<file path="config.mk">
export PLATFORM = sky130hd
export DESIGN_NAME = alu_pipe
export DESIGN_NICKNAME = d
export VERILOG_FILES = /design/src/rtl/alu_pipe.sv
export SDC_FILE = /design/constraint.sdc
export NUM_CORES = 1
export LEC_CHECK = 0
export ABC_CLOCK_PERIOD_IN_PS = 8450
export CAP_MARGIN = 20
export CORE_MARGIN = 2
export CORE_UTILIZATION = 35
export DETAILED_ROUTE_END_ITERATION = 7
export PLACE_DENSITY = 0.64
export SETUP_SLACK_MARGIN = 0.5
export SYNTH_ARGS = -nofsm -noshare
export SYNTH_HDL_FRONTEND = slang
export SYNTH_SLANG_ARGS = --single-unit
</file>
<file path="constraint.sdc">
create_clock -name clk -period 8.45 [get_ports clk]
set_input_delay 1.69 -clock clk [delete_from_list [all_inputs] [get_ports clk]]
set_output_delay 1.69 -clock clk [all_outputs]
set_load 0.02 [all_outputs]
</file>
<file path="src/rtl/alu_pipe.sv">
// alu_pipe: two-stage pipelined Hack-style ALU with valid/ready handshake
// and status flags.
//
// Stage 1 registers the operands and control on accept. Stage 2 evaluates
// the ALU from the stage-1 contents and registers the result and flags. It
// also serves as the output register.
//
// Parameters:
//   WIDTH      operand/result width in bits (>= 2)
//
// Ports:
//   clk        system clock, rising edge
//   rst_n      asynchronous active-low reset
//   in_valid   operation presented on in_*
//   in_ready   block accepts the operation this cycle
//   in_x/in_y  operands
//   in_ctl     {zx,nx,zy,ny,f,no}
//   in_acc     use accumulator in place of in_y (only with ALU_ACC_EN)
//   out_valid  result valid
//   out_ready  consumer accepts the result
//   out_data   result (0 while out_valid=0)
//   out_zr     result == 0
//   out_ng     result MSB
//   out_cout   adder carry-out (before the no inversion)
//   out_ovf    signed overflow of the add (before the no inversion)
//
// Optional feature macro: ALU_ACC_EN
//   When defined, an accumulator holds the result of the previous operation.
//   An operation with in_acc=1 uses that accumulator in place of in_y.
module alu_pipe #(
  parameter int WIDTH = 16
) (
  input  logic             clk,
  input  logic             rst_n,
  input  logic             in_valid,
  output logic             in_ready,
  input  logic [WIDTH-1:0] in_x,
  input  logic [WIDTH-1:0] in_y,
  input  logic [5:0]       in_ctl,
  input  logic             in_acc,
  output logic             out_valid,
  input  logic             out_ready,
  output logic [WIDTH-1:0] out_data,
  output logic             out_zr,
  output logic             out_ng,
  output logic             out_cout,
  output logic             out_ovf
);

  // Returns {cout, ovf, R}. cout and ovf are captured before the no inversion.
  function automatic logic [WIDTH+1:0] alu_eval(input logic [WIDTH-1:0] x,
                                                input logic [WIDTH-1:0] y,
                                                input logic [5:0]       ctl);
    logic [WIDTH-1:0] a;
    logic [WIDTH-1:0] b;
    logic [WIDTH-1:0] r;
    logic [WIDTH:0]   sum;
    logic             c;
    logic             v;
    a   = ctl[5] ? '0 : x;
    a   = ctl[4] ? ~a : a;
    b   = ctl[3] ? '0 : y;
    b   = ctl[2] ? ~b : b;
    sum = {1'b0, a} + {1'b0, b};
    if (ctl[1]) begin
      r = sum[WIDTH-1:0];
      c = sum[WIDTH];
      v = (a[WIDTH-1] == b[WIDTH-1]) && (r[WIDTH-1] != a[WIDTH-1]);
    end else begin
      r = a & b;
      c = 1'b0;
      v = 1'b0;
    end
    if (ctl[0]) r = ~r;
    return {c, v, r};
  endfunction

  logic             r_vld_p1;
  logic [WIDTH-1:0] r_x_p1;
  logic [WIDTH-1:0] r_y_p1;
  logic [5:0]       r_ctl_p1;

  logic             r_vld_p2;
  logic [WIDTH-1:0] r_data_p2;
  logic             r_zr_p2;
  logic             r_ng_p2;
  logic             r_cout_p2;
  logic             r_ovf_p2;

  logic             w_s2_load;
  logic             w_accept;
  logic             w_xfer;
  logic [WIDTH-1:0] w_y_src;
  logic [WIDTH+1:0] w_res;

  // Ready propagates combinationally back from the consumer, so a full
  // pipeline still accepts one op per cycle while the output drains.
  assign w_s2_load = !r_vld_p2 || out_ready;
  assign in_ready  = !r_vld_p1 || w_s2_load;
  assign w_accept  = in_valid && in_ready;
  assign w_xfer    = r_vld_p1 && w_s2_load;

  // ---- Stage 1: operand capture ----
  always_ff @(posedge clk or negedge rst_n) begin
    if (!rst_n) begin
      r_vld_p1 <= 1'b0;
      r_x_p1   <= '0;
      r_y_p1   <= '0;
      r_ctl_p1 <= '0;
    end else begin
      if (w_accept)    r_vld_p1 <= 1'b1;
      else if (w_xfer) r_vld_p1 <= 1'b0;
      if (w_accept) begin
        r_x_p1   <= in_x;
        r_y_p1   <= in_y;
        r_ctl_p1 <= in_ctl;
      end
    end
  end

`ifdef ALU_ACC_EN
  logic             r_acc_sel_p1;
  logic [WIDTH-1:0] r_acc;

  // The accumulator updates on the same edge as stage 2. The op now in
  // stage 1 therefore always sees the result of its immediate predecessor.
  always_ff @(posedge clk or negedge rst_n) begin
    if (!rst_n) begin
      r_acc_sel_p1 <= 1'b0;
      r_acc        <= '0;
    end else begin
      if (w_accept) r_acc_sel_p1 <= in_acc;
      if (w_xfer)   r_acc        <= w_res[WIDTH-1:0];
    end
  end

  assign w_y_src = r_acc_sel_p1 ? r_acc : r_y_p1;
`else
  logic w_unused_acc;
  assign w_unused_acc = in_acc;
  assign w_y_src      = r_y_p1;
`endif

  assign w_res = alu_eval(r_x_p1, w_y_src, r_ctl_p1);

  // ---- Stage 2: result and flags (output register) ----
  always_ff @(posedge clk or negedge rst_n) begin
    if (!rst_n) begin
      r_vld_p2  <= 1'b0;
      r_data_p2 <= '0;
      r_zr_p2   <= 1'b0;
      r_ng_p2   <= 1'b0;
      r_cout_p2 <= 1'b0;
      r_ovf_p2  <= 1'b0;
    end else begin
      if (w_s2_load) r_vld_p2 <= r_vld_p1;
      if (w_xfer) begin
        r_data_p2 <= w_res[WIDTH-1:0];
        r_zr_p2   <= ~|w_res[WIDTH-1:0];
        r_ng_p2   <= w_res[WIDTH-1];
        r_cout_p2 <= w_res[WIDTH+1];
        r_ovf_p2  <= w_res[WIDTH];
      end
    end
  end

  // Outputs are gated so that stale stage-2 contents never leak out.
  assign out_valid = r_vld_p2;
  assign out_data  = r_vld_p2 ? r_data_p2 : '0;
  assign out_zr    = r_vld_p2 && r_zr_p2;
  assign out_ng    = r_vld_p2 && r_ng_p2;
  assign out_cout  = r_vld_p2 && r_cout_p2;
  assign out_ovf   = r_vld_p2 && r_ovf_p2;

endmodule

</file>
==> results.sh <==
export IMPL_synth_flop_cell="dfrtp_1"
export IMPL_wl_um=8673
export IMPL_synth_top_cell_area_share=0.3595
export IMPL_synth_cells=430
export IMPL_hold_violations=0
export IMPL_die_area_sq_mm=0.01261
export IMPL_grt_use_total=0.1439
export IMPL_port_buffers=63
export IMPL_clk_pin_slew_ps=50
export IMPL_gr_max_usage_layer="met2"
export IMPL_syn_avg_cell_area_sq_um=9.550
export IMPL_cts_root_buffer="clkbuf_16"
export IMPL_floorplan_initialDensity=0.3596
export IMPL_die_y_um=112.3
export IMPL_rsz0062_at_grt="false"
export IMPL_arrival_ps=3120
export IMPL_yosys_area_share_simple=0.2029
export IMPL_dr_first_iter_drc_count=185
export IMPL_syn_area_sq_mm=0.004106
export IMPL_synthArstFlopShare=1.000
export IMPL_antenna_found_initial=0
export IMPL_final_setup_tns_ps=0
export IMPL_synth_edf_count=0
export IMPL_end_kind="output port"
export IMPL_yosysUniqueCellTypes=55
export IMPL_fin_crit_ps=4810
export IMPL_synth_top_area_cell="dfrtp_1"
export IMPL_syn_num_nets=490
export IMPL_first_pass_iters=4
export IMPL_synth_xor_area_frac=0.1002
export IMPL_p_leak_nw=2.052
export IMPL_clock_sinks=59
export IMPL_grt_max_degree=60
export IMPL_period_share=0.5693
export IMPL_worstPathRequired_ps=6760
export IMPL_cts_hold_buf=0
export IMPL_synth_compound_area_share=0.1368
export IMPL_slew_headroom=0.4438
export IMPL_power_density_mw_per_mm2=304.0
export IMPL_cts_tree="yes"
export IMPL_clk_path_buf_depth=2
export IMPL_hpwl_um=6553
export IMPL_crit_type="input pin to output port"
export IMPL_use_met3=0.03078
export IMPL_synth_top_family_by_area="simple AND/OR/NAND/NOR gates"
export IMPL_status="finished clean"
export IMPL_fin_cells=631
export IMPL_n_antenna_cell=0
export IMPL_nNetsFinal=543
export IMPL_place_congestion=0.8049
export IMPL_dp_cells=615
export IMPL_yosysMostFrequentCell="dfrtp_1"
export IMPL_routed_via_density=5.017
export IMPL_startpoint_type="input pin"
export IMPL_drive_gt1_frac=0.1332
export IMPL_post_drt_wl_per_cell_um=13.74
export IMPL_vias=3166
export IMPL_vdd_drop_max_mv=0.1372
export IMPL_yosysWarnings=0
export IMPL_ys_ff_latch=59
export IMPL_whs_ps=470.4
export IMPL_die_width_um=112.3
export IMPL_drv_cap=0
export IMPL_slew_viol_final=0
export IMPL_grt_pass1_wl_um=14680
export IMPL_grtUsageMet2=0.2165
export IMPL_finalClockSkew_ps=4.371
export IMPL_worstHoldPathType="flip-flop to flip-flop"
export IMPL_area_growth_synth_to_final_pct=24.47
export IMPL_fillers=1141
export IMPL_cts_inserted_buffers=9
export IMPL_route_detailed_drc=0
export IMPL_cts_resized=0
export IMPL_seq_area_frac_synth=0.3595
export IMPL_grt_pass1_vias=3064
export IMPL_cts_max_level=3
export IMPL_finalSetupViolCount=0
export IMPL_fmax_ghz=0.2079
export IMPL_grt_overflow=0
export IMPL_worst_pin_slew_ps=834.4
export IMPL_synthMuxAreaShare=0.1194
export IMPL_postRouteAntennaNets=0
export IMPL_cts_setup_buffers=0
export IMPL_rows=39
export IMPL_synthTopCellsByArea="dfrtp_1, mux2_2, xnor2_1"
export IMPL_ios=65
export IMPL_synthAdderAreaFrac=0.05363
export IMPL_met1_usage=0.1999
export IMPL_core_area_sq_mm=0.01142
export IMPL_clock_latency_ps=330
export IMPL_path_max_fanout=4
export IMPL_ys_top_cells_by_count="dfrtp_1, xnor2_1, mux2_2, nand2b_1, nand2_1"
[state kept, by name (all words and copies together) (netlist names)]
signal and cells:
r_zr_p2 1, r_ovf_p2 1, r_ctl_p1 6, r_y_p1 16, r_data_p2 16, r_vld_p1 1
r_cout_p2 1, r_x_p1 16, out_valid 1
[critical path, cell delays in order]
cell and delay [ps]:
clkdlybuf4s50_1 390, nand2b_1 170, or2_2 320, clkdlybuf4s50_1 540
[through the flow]
stage,utilization,total power [mW],cell area [sq um],setup slack [ps]
2_1_floorplan,-,1.007,4106,4566
3_3_place_gp,0.4238,1.209,4840,3637
3_5_place_dp,0.4238,1.226,4840,3640
4_1_cts,0.4476,1.564,5111,3631
5_1_grt,0.4476,1.678,5111,3557
6_report,0.4476,1.554,5111,3640
[power breakdown]
group	total (mW)	leakage, nW	internal, mW	switching, mW
sequential	0.404	0.701	0.352	0.0524
clock	0.328	0.139	0.204	0.124
combinational	0.821	1.21	0.388	0.433
total	1.55	2.05	0.944	0.610
[metal layers]
| metal | share of wire | vias up |
|---|---|---|
| met1 | 0.49 | 1428 |
| li1 | - | 1634 |
| met5 | 0 | - |
| met4 | 0.020 | 0 |
| met3 | 0.052 | 15 |
| met2 | 0.44 | 89 |
[logic make-up after synthesis]
kind of cell,Yosys count
buffers and inverters,29
muxes,44
DFF,59
xor gates and xnor gates,47
and+or+nand+nor,148
AOI/OAI and AO/OA,86
adders and majority gates,17
[path summary, 6_finish.rpt]
| path | start | to | slack [ps] | cells past startpoint |
|---|---|---|---|---|
| max in group asynchronous | rst_n | r_x_p1[6] | 6450 | 2 |
| hold reg to reg | r_data_p2[15] | r_data_p2[15] | 470 | 2 |
| min in group asynchronous | rst_n | r_data_p2[13] | 1510 | 2 |
| setup / recovery | out_ready | in_ready | 3640 | 4 |
| hold / removal | r_data_p2[15] | r_data_p2[15] | 470 | 2 |
| setup reg to reg | r_ctl_p1[4] | r_zr_p2 | 4340 | 11 |
[layout by cell type (no fill, tap or decap), types with 3 or more instances in the layout]
cell,Yosys,layout
clkdlybuf4s50_1,0,62
dfrtp_1,59,59
xnor2_1,45,45
mux2_2,40,40
nand2b_1,37,37
nand2_1,34,34
o21ai_0,28,28
and2_1,20,20
ha_1,16,16
a21oi_1,13,13
nor2_1,10,10
nand3_1,9,9
clkbuf_16,0,9
a211oi_1,8,8
nor3_1,6,6
inv_1,4,4
o21a_1,4,4
nor3b_1,4,4
o21ai_1,4,4
or3_1,4,4
mux2i_1,4,4
clkinv_2,0,4
a31oi_1,3,3
and3_1,3,3
o2111ai_1,3,3
or4_1,3,3
o31ai_1,3,3
buf_4,1,3
[cell type report]
cell class | instances | area (sq um) | area share
tap | 143 | 178.9 | 0.03501
multi-input combinational | 342 | 2517 | 0.4925
inverter | 5 | 18.77 | 0.003672
sequential | 59 | 1476 | 0.2889
clock buffer | 11 | 242.7 | 0.04749
clock inverter | 5 | 28.78 | 0.005630
timing repair buffer | 66 | 648.1 | 0.1268
Power figures use the tool's default switching activity.
